===== config.mk =====
export PLATFORM = sky130hd
export DESIGN_NAME = online_residual_select
export DESIGN_NICKNAME = d
export VERILOG_FILES = /design/src/rtl/online_residual_select.sv
export SDC_FILE = /design/constraint.sdc
export NUM_CORES = 1
export LEC_CHECK = 0
export BUFFER_PORTS_ARGS = -buffer_cell sky130_fd_sc_hd__buf_2
export CORE_MARGIN = 3
export CORE_UTILIZATION = 54
export CTS_CLUSTER_SIZE = 40
export DETAILED_ROUTE_END_ITERATION = 16
export GPL_ROUTABILITY_DRIVEN = 0
export PLACE_DENSITY = 0.95
export SLEW_MARGIN = 20
export SYNTH_ARGS = -nofsm -noshare
export SYNTH_HDL_FRONTEND = slang
export SYNTH_SLANG_ARGS = --single-unit

===== constraint.sdc =====
create_clock -name clk -period 3.8 [get_ports clk]
set_clock_uncertainty 0.2 [all_clocks]
set_input_delay 0.19 -clock clk [delete_from_list [all_inputs] [get_ports clk]]
set_output_delay 0.19 -clock clk [all_outputs]
set_load 0.02 [all_outputs]

===== src/rtl/online_residual_select.sv =====
// ============================================================================
// Module   : online_residual_select
// Function : Residual register, digit selection and feedback stage of an online
//            (MSD-first) datapath, fed by the 4:2 carry-save compressor.
//            Optional bound checker (err port) under ONLINE_RESIDUAL_CHECK_EN.
// Revision : 1.0 - initial release
// ============================================================================
`default_nettype none

module online_residual_select #(
    parameter int WIDTH    = 16,
    parameter int EST_BITS = 4,
    parameter int N_DIGITS = 16,
    parameter int DELTA    = 3
) (
    input  logic             clk,
    input  logic             rst,
    input  logic             start,
    input  logic             in_valid,
    input  logic [WIDTH-1:0] ws_in,
    input  logic [WIDTH-1:0] wc_in,
    output logic             busy,
    output logic             out_valid,
    output logic             z_pos,
    output logic             z_neg,
    output logic             done,
    output logic [WIDTH-1:0] ws_fb,
    output logic [WIDTH-1:0] wc_fb
`ifdef ONLINE_RESIDUAL_CHECK_EN
    ,
    output logic             err
`endif
);

    typedef enum logic [1:0] {
        ST_IDLE   = 2'd0,
        ST_WARMUP = 2'd1,
        ST_SELECT = 2'd2
    } state_t;

    localparam int CNT_W = $clog2(DELTA + N_DIGITS + 1);
    localparam logic [CNT_W-1:0] WARM_END = CNT_W'(DELTA);
    localparam logic [CNT_W-1:0] LAST_END = CNT_W'(DELTA + N_DIGITS);

    // Estimate LSB weighs 2^-(EST_BITS-2), so 1/2 is 1 << (EST_BITS-3).
    localparam logic signed [EST_BITS-1:0] EST_HALF_P = EST_BITS'(1) << (EST_BITS - 3);
    localparam logic signed [EST_BITS-1:0] EST_HALF_N = -EST_HALF_P;

    // Weight-1 bit of the residual, restricted to the bits that survive the shift.
    localparam logic [WIDTH-2:0] ONE_LO = (WIDTH-1)'(1) << (WIDTH - 2);

    state_t                state_q, state_d;
    logic [CNT_W-1:0]      cnt_q, cnt_d;
    logic [CNT_W-1:0]      w_cnt_inc;
    logic [WIDTH-1:0]      ws_q, ws_d;
    logic [WIDTH-1:0]      wc_q, wc_d;
    logic                  sel_q, sel_d;
    logic                  out_valid_q, out_valid_d;
    logic                  done_q, done_d;
    logic                  w_start_acc;
    logic signed [EST_BITS-1:0] w_est;
    logic                  w_z_pos;
    logic                  w_z_neg;
    logic [WIDTH-2:0]      w_ws_adj;

    function automatic logic signed [EST_BITS-1:0] est_f(
        input logic [WIDTH-1:0] s,
        input logic [WIDTH-1:0] c
    );
        return s[WIDTH-1 -: EST_BITS] + c[WIDTH-1 -: EST_BITS];
    endfunction

    // done_q keeps busy high in the first IDLE cycle, so start is refused there too.
    assign w_start_acc = (state_q == ST_IDLE) && start && !done_q;
    assign w_cnt_inc   = cnt_q + 1'b1;

    always_comb begin
        state_d     = state_q;
        cnt_d       = cnt_q;
        ws_d        = ws_q;
        wc_d        = wc_q;
        sel_d       = sel_q;
        out_valid_d = 1'b0;
        done_d      = 1'b0;
        case (state_q)
            ST_IDLE: begin
                if (w_start_acc) begin
                    state_d = (DELTA == 0) ? ST_SELECT : ST_WARMUP;
                    cnt_d   = '0;
                    ws_d    = '0;
                    wc_d    = '0;
                    sel_d   = 1'b0;
                end
            end
            ST_WARMUP: begin
                if (in_valid) begin
                    ws_d  = ws_in;
                    wc_d  = wc_in;
                    cnt_d = w_cnt_inc;
                    if (w_cnt_inc == WARM_END) begin
                        state_d = ST_SELECT;
                    end
                end
            end
            ST_SELECT: begin
                if (in_valid) begin
                    ws_d        = ws_in;
                    wc_d        = wc_in;
                    cnt_d       = w_cnt_inc;
                    sel_d       = 1'b1;
                    out_valid_d = 1'b1;
                    if (w_cnt_inc == LAST_END) begin
                        done_d  = 1'b1;
                        state_d = ST_IDLE;
                    end
                end
            end
            default: begin
                state_d = ST_IDLE;
            end
        endcase
    end

    always_ff @(posedge clk) begin
        if (rst) begin
            state_q     <= ST_IDLE;
            cnt_q       <= '0;
            ws_q        <= '0;
            wc_q        <= '0;
            sel_q       <= 1'b0;
            out_valid_q <= 1'b0;
            done_q      <= 1'b0;
        end else begin
            state_q     <= state_d;
            cnt_q       <= cnt_d;
            ws_q        <= ws_d;
            wc_q        <= wc_d;
            sel_q       <= sel_d;
            out_valid_q <= out_valid_d;
            done_q      <= done_d;
        end
    end

    // Digit selection; warm-up values always give z = 0.
    assign w_est   = est_f(ws_q, wc_q);
    assign w_z_pos = sel_q && (w_est >= EST_HALF_P);
    assign w_z_neg = sel_q && (w_est <  EST_HALF_N);

    always_comb begin
        w_ws_adj = ws_q[WIDTH-2:0];
        if (w_z_pos) begin
            w_ws_adj = ws_q[WIDTH-2:0] - ONE_LO;
        end else if (w_z_neg) begin
            w_ws_adj = ws_q[WIDTH-2:0] + ONE_LO;
        end
    end

    assign ws_fb     = {w_ws_adj, 1'b0};
    assign wc_fb     = {wc_q[WIDTH-2:0], 1'b0};
    assign z_pos     = w_z_pos;
    assign z_neg     = w_z_neg;
    assign out_valid = out_valid_q;
    assign done      = done_q;
    assign busy      = (state_q != ST_IDLE) || done_q;

`ifdef ONLINE_RESIDUAL_CHECK_EN
    localparam logic signed [EST_BITS-1:0] EST_3HALF_P = EST_BITS'(3) << (EST_BITS - 3);
    localparam logic signed [EST_BITS-1:0] EST_3HALF_N = -EST_3HALF_P;

    logic                       err_q, err_d;
    logic                       w_capture;
    logic signed [EST_BITS-1:0] w_est_in;

    assign w_capture = in_valid && ((state_q == ST_WARMUP) || (state_q == ST_SELECT));
    assign w_est_in  = est_f(ws_in, wc_in);

    always_comb begin
        err_d = err_q;
        if (w_start_acc) begin
            err_d = 1'b0;
        end else if (w_capture && ((w_est_in >= EST_3HALF_P) || (w_est_in < EST_3HALF_N))) begin
            err_d = 1'b1;
        end
    end

    always_ff @(posedge clk) begin
        if (rst) begin
            err_q <= 1'b0;
        end else begin
            err_q <= err_d;
        end
    end

    assign err = err_q;
`endif

endmodule

`default_nettype wire


==> metrics, run 1 <==
outcome complete, no violations; Bufs on Longest Clock Path 2; first-pass GRT wire length 8997 microns; CTS clock-pin slew for the worst setup and hold paths 0.08 ns; count of cell types in the netlist 39; Die X-Extent 70.10 microns; Final TNS setup 0 ns; DP HPWL 3236 microns; post-synthesis sequential area ratio 37.90%; largest net degree at the start of global routing 40; dpl cell area 2355 sq um; grt total ovfl 0; Required @ worst endpoint 3.41 ns; Yosys reg bits 42; Peak VDD IR 0.6652 mV; HP Class in -> reg; top post-synthesis cells by area dfxtp_1 38%, buf_4 10%, a21oi_1 8.8%, nand3_1 8.6%, nand2_1 7.1%; peak fanout along the critical path 5; fmax 0.3835 GHz; DRC 0; worst path arrival time 2.22 ns; CTS Hold Bufs 32; # IOs 73; Buffers on Ports 70; CP endpoint kind primary output; synthesized instance count 270; fin nets 385; WHS 0.06573 ns; Die ar. 4913 sq um; DRT antenna net count 0; Max transition margin 43.76%; top cells by count, synth 42 x dfxtp_1, 42 x nand2_1, 39 x a21oi_1; measured slew at the worst slew-check pin 0.8434 ns; CTS tree built; Crit Path Class reg -> out; pre-CTS setup slack 1.323 ns; initial core utilization 58.40%; async set-reset flop share out of synthesis 0%; layout cells sized above 1 25.66%; htree depth 2; Syn Area/Cell 8.216 sq um; Hold Path Cell Cnt 2; Yosys top cell by area dfxtp_1; Cell Area, Synth 2218 sq um; clk_lat worst skew 0.29 ns; Die Height 70.10 microns; Pwr Total 1.800 mW; DRT Wirelength 5490 microns; GRT Total Usage 22.77%; CTS root buf clkbuf_8; via count 2063; yosys warns 0; post-CTS setup buffers 0; setup violators final 0; Post-Layout Inst Area 2751 sq um; Slew Limit Fails 0; top-area cell type share of the netlist area 37.90%; final hold vios 0; number of CTS-inserted buffers 5; final period utilization 68.63%; CP startpoint kind register; row count 22; RSZ-0062 raised after global routing false; P_leak 1.267 nW; minimum clock period 2.608 ns; Core Box Area 3799 sq um; Antenna diodes 0; number of vias per cell 5.331; Synth-to-Final Area Change 24.03%; clk sink count 42; DRT iter0 DRCs 186; # resized after CTS 0; average routed wire per standard cell 14.19 microns; FF-to-FF path depth 7; setup ws final 1.192 ns; number of global-route vias before repair 1971; number of flops mapped to enable cells by yosys 0; DR pass1 iterations 4; Main synth FF type dfxtp_1; Power Dens Cells 654.3 nW/um^2; initial antenna violation count 0; max-cap violation count 0
-- through the flow --
| stage | utilization (%) | std cells |
|---|---|---|
| after floorplan | - | 271 |
| after CTS | 72.43 | 387 |
| after global placement | 61.99 | 348 |
| final | 72.43 | 387 |
| after global routing | 72.43 | 387 |
| after detailed placement | 61.99 | 348 |
-- cell families after synthesis --
kind of cell,share of synthesized area (%)
xor+xnor,2.313
compound gates,13.09
buf+inv,14.89
simple gates,23.35
flops,37.90
other cells,0.1690
fa+ha+maj,5.979
mux,2.313
-- layout by cell type (no fill, tap or decap), types with 2 or more instances in the layout --
master,Yosys,final
and3_1,4,4
nand2_1,42,42
nor2_1,5,5
nor3_1,2,2
o21ai_0,2,2
conb_1,1,2
buf_4,31,4
xnor2_1,2,2
dlygate4sd3_1,0,32
nand2b_1,2,2
clkbuf_8,0,5
a21oi_1,39,39
nor3b_1,2,2
nand4b_1,2,2
inv_1,6,6
buf_2,0,70
ha_1,9,9
mux2i_1,4,4
nand3_1,38,38
xor2_1,2,2
dfxtp_1,42,42
clkbuf_1,10,2
nor2b_1,4,4
-- flip-flops by register name, summed over array words and instances, names as in the netlist --
| name | cells |
|---|---|
| ws_q | 16 |
| state_q | 2 |
| done | 1 |
| wc_q | 16 |
| cnt_q | 5 |
| sel_q | 1 |
| out_valid | 1 |
-- final timing paths --
| kind | startpoint | end | slack, ns |
|---|---|---|---|
| worst max-delay path | ws_q[12] | ws_fb[15] | 1.19 |
| worst min-delay path | in_valid | out_valid | 0.07 |
| worst max register to register | state_q[0] | ws_q[11] | 1.26 |
| worst min register to register | wc_q[2] | wc_q[2] | 0.25 |
-- area by class of cell --
type	count	area, sq um
multi-input cells	178	1051
fillers	296	1047
flip-flops and latches	42	840.8
repair buffers	106	700.7
clock buffers	7	76.32
well taps	48	60.06
inverters	6	22.52
-- metal layers --
layer	wire, microns	vias up	GRT usage [%]
met5	0	-	0
met4	91	0	9.149
met3	275	10	5.755
met2	2951	76	40.92
met1	2172	948	25.42
li1	-	1029	-
-- power by group --
group / internal, mW / switching, mW / total, mW
clock network: 0.127 / 0.140 / 0.267
logic: 0.314 / 0.618 / 0.931
registers: 0.537 / 0.0651 / 0.602
-- worst max-delay path, cell delays in order (launching register included) --
cell and delay, ns:
dfxtp_1 0.34, ha_1 0.24, fa_1 0.38, xor2_1 0.36
and3_1 0.21, mux2i_1 0.06, o2111ai_1 0.13, buf_2 0.21
No activity file was read; power rests on OpenSTA's default activity.
==> run 2: changes to the inputs <==
Settings changed: ABC_AREA set to 1, CORE_UTILIZATION 54 to 45, PLACE_DENSITY 0.95 to 0.86.
Clock period 3.8 ns to 2.2 ns, I/O delays scaled along.
==> run 2 against run 1 <==
The flow now finishes with violations (setup timing). Sequential power is 83% higher. Sequential share of layout area is 1.1 points lower. Global-route usage is 3.4 points lower. Critical path depth is 4 higher. Synthesized area is 1.6% lower. Core utilization is 9.0 points lower. First-iteration DRC count is 33% lower. Clock-buffer cell count is 2 lower. Synthesized cell count is 6.7% higher. Final area is 3.9% higher. Critical path type unchanged. Cell count is 7.5% higher. Flip-flop and latch count stayed put.
==> metrics, run 2 <==
top-area cell type share of the netlist area 38.51% (was 37.90%); most used cell along the critical path nand2_1; Cell Area, Synth 2183 sq um (was 2218 sq um); Main synth FF type dfxtp_1 (unchanged); setup ws final -0.08981 ns (was 1.192 ns); number of CTS-inserted buffers 5 (unchanged); most frequent cell after synthesis nand2_1; Pwr Total 3.652 mW (was 1.800 mW); DRT antenna net count 0 (unchanged); DRT Wirelength 5543 microns (was 5490 microns); Clock Power Share 16.3% (was 14.8%); setup violators final 2 (was 0); Buffers on Ports 70 (unchanged); Synth-to-Final Area Change 30.95% (was 24.03%); number of vias per cell 5.070 (was 5.331); Hold Path Cell Cnt 5 (was 2); via count 2109 (was 2063); top post-synthesis cells by area dfxtp_1 39%, buf_4 12%, a21oi_1 8.9%, nand3_1 8.9%, nand2_1 8.8% (was dfxtp_1 38%, buf_4 10%, a21oi_1 8.8%, nand3_1 8.6%, nand2_1 7.1%); sequential power share 30.2% (was 33.4%); commonest non-fill, non-tap cell in the layout buf_2 (unchanged); Hold Path End sel_q (was out_valid); Crit Path Class reg -> out (unchanged); failing checks setup timing; Final TNS setup -0.1506 ns (was 0 ns); RR Startpoint state_q[0] (unchanged); GRT Total Usage 19.41% (was 22.77%); top cells by count, synth 51 x nand2_1, 42 x dfxtp_1, 39 x a21oi_1, 39 x nand3_1, 34 x buf_4 (was 42 x dfxtp_1, 42 x nand2_1, 39 x a21oi_1); fmax 0.4367 GHz; Die X-Extent 75.66 microns (was 70.10 microns); critical path's top delay family adder cells (unchanged); register area 843.3 sq um (was 840.8 sq um); CTS clock-pin slew for the worst setup and hold paths 0.08 ns (about the same); htree depth 2 (unchanged); number of flops mapped to enable cells by yosys 0 (unchanged); Power Dens Cells 1277 nW/um^2 (was 654.3 nW/um^2); NetSw 1.674 mW (was 823.3 uW); Largest regs wc_q x16, ws_q x16, cnt_q x5 (unchanged); # IOs 73 (unchanged); CP Buf/Inv Count 2 (was 1); max-cap violation count 0 (unchanged); crit-path cells ha_4, fa_2, xor2_2, or2_4, inv_2, nor2_1, nand2_1, nand2_1, nand2_1, nand2_1, buf_6 (was ha_1, fa_1, xor2_1, and3_1, mux2i_1, o2111ai_1, buf_2); mux cell area share after synthesis 0% (was 2.312%); DR pass1 iterations 4 (unchanged); layout cells sized above 1 28.57% (was 25.66%); final period utilization 104.1%; Peak VDD IR 0.8884 mV (was 0.6652 mV); minimum clock period 2.290 ns; largest net degree at the start of global routing 37 (was 40); DRT iter0 DRCs 124 (was 186); Multi-input gate area 984.7 sq um (was 1051 sq um); Antenna diodes 0 (unchanged); Synth Area in Adders 6.074% (was 5.979%); CTS tree built (unchanged); Reg2Reg Setup Slack 0.21 ns (was 1.26 ns); Die Height 75.66 microns (was 70.10 microns); Bufs on Longest Clock Path 2 (unchanged); Synth Area in XOR/XNOR 1.203% (was 2.312%); Die ar. 5724 sq um (was 4913 sq um); RSZ-0062 raised after global routing true (was false); initial antenna violation count 0 (unchanged); peak fanout along the critical path 3 (was 5); Compound-Gate Fraction of Synth Area 12.38% (was 13.09%); CP endpoint kind primary output (unchanged); fin cells 416 (was 387); Yosys top cell by area dfxtp_1 (unchanged); worst path arrival time 1.98 ns (was 2.22 ns); final hold vios 0 (unchanged); Net Sw Frac 45.85% (was 45.73%); post-synthesis sequential area ratio 38.51% (was 37.90%); Syn Area/Cell 7.581 sq um (was 8.216 sq um); combinational family with the most area after synthesis simple AND/OR/NAND/NOR gates (unchanged); Core Box Area 4504 sq um (was 3799 sq um); Placed Instances 370 (was 348); DRC 0 (unchanged); Synth Area in Simple Gates 23.95% (was 23.35%); row count 24 (was 22); pre-CTS setup slack 0.01725 ns (was 1.323 ns); Yosys reg bits 42 (unchanged); initial core utilization 48.47% (was 58.40%); FF-to-FF path depth 8 (was 7); Slew Limit Fails 0 (unchanged); part of the power in combinational logic 53.6% (was 51.7%); max incr delay on CP 0.35 ns (was 0.38 ns); DP HPWL 3365 microns (was 3236 microns); clk_lat worst skew 0.29 ns (about the same); CP max-delay cell fa_2 (was fa_1); Required @ worst endpoint 1.89 ns (was 3.41 ns); HP Class in -> reg (unchanged); count of cell types in the netlist 31 (was 39); async set-reset flop share out of synthesis 0% (unchanged); grt total ovfl 0 (unchanged); first-pass GRT wire length 8611 microns (was 8997 microns); CTS root buf clkbuf_8 (unchanged); fillers 393 (was 296); number of global-route vias before repair 2019 (was 1971); P_leak 1.318 nW (was 1.267 nW); yosys warns 0 (unchanged); average routed wire per standard cell 13.32 microns (was 14.19 microns); fin nets 409 (was 385); CP startpoint kind register (unchanged); outcome finished with violations (was complete, no violations); Hold Crit Start start (was in_valid); clk sink count 42 (unchanged); Reg-to-Reg End cnt_q[1] (was ws_q[11]); synthesized instance count 288 (was 270); Internal Power 1.977 mW (was 977.0 uW); most frequent cells in the layout 67 x buf_2, 51 x nand2_1, 40 x dfxtp_1, 39 x a21oi_1, 39 x nand3_1 (was 70 x buf_2, 42 x nand2_1, 42 x dfxtp_1, 39 x a21oi_1, 38 x nand3_1)
run 2: changes by cell type in the layout (fill, tap and decap cells not counted), sizes merged, moves of 3 or more:
cell / before / now
nor2b: 4 / 0
nand2: 42 / 55
buf: 74 / 78
nand4: 1 / 4
mux2i: 4 / 0
inv: 6 / 21
and3: 5 / 0
nor2: 5 / 13
dlygate4sd3: 32 / 35
a211oi: 0 / 3
run 2: cells by family after synthesis:
logic type,after synthesis
compound gates,50
xor+xnor,3
fa+ha+maj,10
buf+inv,67
flops,42
other cells,1
simple gates,115
run 2: per-stage QoR:
step	area, sq um	util (%)	hold WS (ns)
6_report	2859	63.47	0.07926
5_1_grt	2859	63.47	0.1220
4_1_cts	2834	62.92	0.06659
3_5_place_dp	2333	51.81	0.1388
3_3_place_gp	2333	51.81	0.1305
2_1_floorplan	2187	-	-0.0002418
run 2: tightest hold or removal path: stages:
cell and delay, ns:
buf_2 0.10, inv_1 0.07, nor2_1 0.04, o21ai_0 0.07, a32o_1 0.15
run 2: per-layer routing:
layer	up-vias	global-route usage (%)	routed length, microns
met1	959	20.52	2292
met2	77	37.68	2854
met3	11	4.749	319
li1	1062	-	-
met4	0	5.437	76
met5	-	0	0
run 2: layout make-up:
| type | instances | area share, % |
|---|---|---|
| multi-input cells | 180 | 34.44 |
| flip-flops and latches | 42 | 29.50 |
| repair buffers | 113 | 27.13 |
| inverters | 21 | 2.845 |
| clock buffers | 5 | 2.407 |
| well taps | 52 | 2.276 |
| clock inverters | 3 | 1.400 |
run 2: how the worst max path moves through the flow:
stage                 to  slack [ns]     start  cells past startpoint
2_1_floorplan  ws_fb[15]        0.18  ws_q[12]                      9
3_3_place_gp   ws_fb[15]        0.09  ws_q[12]                     11
3_5_place_dp   ws_fb[15]        0.02  ws_q[12]                     11
4_1_cts        ws_fb[15]       -0.14  ws_q[12]                     11
5_1_grt        ws_fb[15]       -0.20  ws_q[12]                     11
6_report       ws_fb[15]       -0.09  wc_q[12]                     11
run 2: repair_timing:
action / CTS / global route
pin swaps: 2 / 2
setup endpoints to repair: 2 / 36
hold buffers: 35 / 0
gates resized for setup: 8 / 7
setup buffers: 2 / 1
endpoints found under the hold margin: 38 / 0
run 2: power by group through the flow:
stage / logic (mW) / clock network (mW) / registers [mW]
after floorplan: 1.58 / 0 / 1.08
after global placement: 1.77 / 0 / 1.10
after detailed placement: 1.81 / 0 / 1.11
after CTS: 1.91 / 0.613 / 1.10
after global routing: 2.14 / 0.644 / 1.13
final: 1.96 / 0.594 / 1.10
==> run 3: changes to the inputs <==
Settings changed: RECOVER_POWER set to 50.
==> run 3 against run 2 <==
The run still ends with setup timing left. Register-to-register slack barely moved. Core utilization fell by 1.1 points. Total power fell by 1.3%. Flip-flop and latch count did not move. Clock-buffer cell count did not move. First-iteration DRC count rose by 22%. Fmax fell by 0.31%. Worst hold slack improved by 0.00059 ns. Non-clock buffer count did not move. Die area did not move. Final area fell by 1.7%. Largest cell class unchanged.
==> metrics, run 3 (same netlist as run 2, synthesis figures left out) <==
outcome finished with violations (unchanged); failing checks setup timing (unchanged); commonest non-fill, non-tap cell in the layout nand2_1 (was buf_2); Placed Instances 370 (unchanged); clk sink count 42 (unchanged); number of vias per cell 5.067 (was 5.070); most frequent cells in the layout 53 x nand2_1, 40 x nand3_1, 40 x dfxtp_1, 39 x a21oi_1, 36 x buf_2 (was 67 x buf_2, 51 x nand2_1, 40 x dfxtp_1, 39 x a21oi_1, 39 x nand3_1); Required @ worst endpoint 1.89 ns (about the same); fillers 418 (was 393); Synth-to-Final Area Change 28.71% (was 30.95%); critical path's top delay family adder cells (unchanged); DRC 0 (unchanged); fmax 0.4354 GHz (was 0.4367 GHz); Power Dens Cells 1282 nW/um^2 (was 1277 nW/um^2); Crit Path Class reg -> out (unchanged); pre-CTS setup slack 0.01725 ns (unchanged); RSZ-0062 raised after global routing true (unchanged); CP max-delay cell fa_2 (unchanged); via count 2108 (was 2109); Core Box Area 4504 sq um (unchanged); Buffers on Ports 70 (unchanged); Final TNS setup -0.1646 ns (was -0.1506 ns); # IOs 73 (unchanged); first-pass GRT wire length 8611 microns (unchanged); layout cells sized above 1 19.23% (was 28.57%); CTS clock-pin slew for the worst setup and hold paths 0.08 ns (about the same); DRT antenna net count 0 (unchanged); number of CTS-inserted buffers 5 (unchanged); GRT Total Usage 19.41% (unchanged); CTS root buf clkbuf_8 (unchanged); Largest regs wc_q x16, ws_q x16, cnt_q x5 (unchanged); crit-path cells ha_4, fa_2, xor2_2, or2_4, inv_2, nor2_1, nand2_1, nand2_1, nand2_1, nand2_1, buf_6 (unchanged); Post-Layout Inst Area 2810 sq um (was 2859 sq um); most used cell along the critical path nand2_1 (unchanged); Bufs on Longest Clock Path 2 (unchanged); HP Class in -> reg (unchanged); WHS 0.07986 ns (was 0.07926 ns); CP Buf/Inv Count 2 (unchanged); average routed wire per standard cell 13.28 microns (was 13.32 microns); number of global-route vias before repair 2019 (unchanged); CP startpoint kind register (unchanged); Peak VDD IR 0.8887 mV (was 0.8884 mV); clk_lat worst skew 0.29 ns (about the same); DR pass1 iterations 4 (unchanged); P_leak 1.186 nW (was 1.318 nW); initial core utilization 48.47% (unchanged); worst path arrival time 1.99 ns (was 1.98 ns); dpl cell area 2333 sq um (unchanged); largest net degree at the start of global routing 37 (unchanged); DRT iter0 DRCs 151 (was 124); minimum clock period 2.297 ns (was 2.290 ns); max-cap violation count 0 (unchanged); DRT Wirelength 5526 microns (was 5543 microns); CP endpoint kind primary output (unchanged); Die Height 75.66 microns (unchanged); htree depth 2 (unchanged); Slew Limit Fails 0 (unchanged); peak fanout along the critical path 3 (unchanged); initial antenna violation count 0 (unchanged); grt total ovfl 0 (unchanged); DP HPWL 3365 microns (unchanged); Die ar. 5724 sq um (unchanged); setup violators final 2 (unchanged); row count 24 (unchanged); Antenna diodes 0 (unchanged); max incr delay on CP 0.35 ns (about the same); fin nets 409 (unchanged); fin cells 416 (unchanged); Die X-Extent 75.66 microns (unchanged); CTS tree built (unchanged); final hold vios 0 (unchanged); final period utilization 104.4% (was 104.1%); setup ws final -0.09686 ns (was -0.08981 ns)
[run 3: per-layer routing]
metal / vias to the layer above / track usage [%] / share of wire, %
met5: - / 0 / 0
met4: 0 / 5.437 / 1.2
met3: 9 / 4.749 / 5.8
met2: 76 / 37.68 / 52
met1: 959 / 20.52 / 41
li1: 1064 / - / -
[run 3: power breakdown]
group	switching (mW)	total, mW	internal (mW)
Sequential	0.142	1.11	0.964
Clock	0.259	0.593	0.334
Combinational	1.27	1.90	0.634
[run 3: repair_timing]
action	CTS	global route
endpoints found under the hold margin	38	0
buffers inserted	2	1
setup endpoints to repair	2	36
hold buffers	35	0
cloned	0	0
gates resized for setup	8	7
pin swaps	2	2
[run 3: area by class of cell]
cell class / count / area, sq um / area share (%)
Multi-Input combinational cell: 180 / 974.7 / 34.68
Clock inverter: 3 / 40.04 / 1.425
Tap cell: 52 / 65.06 / 2.315
Sequential cell: 42 / 843.3 / 30.01
Timing Repair Buffer: 113 / 737.0 / 26.22
Clock buffer: 5 / 68.82 / 2.449
Inverter: 21 / 81.33 / 2.894
[run 3: path summary, 6_finish.rpt]
path              start        end  slack (ns)  cells after the start
max            ws_q[12]  ws_fb[15]        -0.1                     11
max reg2reg  state_q[0]   cnt_q[1]        0.21                      8
min reg2reg    ws_q[11]   ws_q[11]        0.27                      2
min               start      sel_q        0.08                      5
[run 3: metrics by stage]
stage               total power, mW  util, %
global placement              2.866    51.81
floorplan                     2.668        -
detailed placement            2.919    51.81
CTS                           3.624    62.92
finish                        3.604    62.39
global route                  3.867    62.39
[run 3: worst reg2reg max path: stages (launching register included)]
cell	delay, ns
dfxtp_1	0.36
inv_1	0.09
ha_1	0.34
nor2_1	0.05
a21oi_1	0.12
nand2_1	0.13
inv_4	0.30
o21ai_0	0.16
o211a_1	0.13
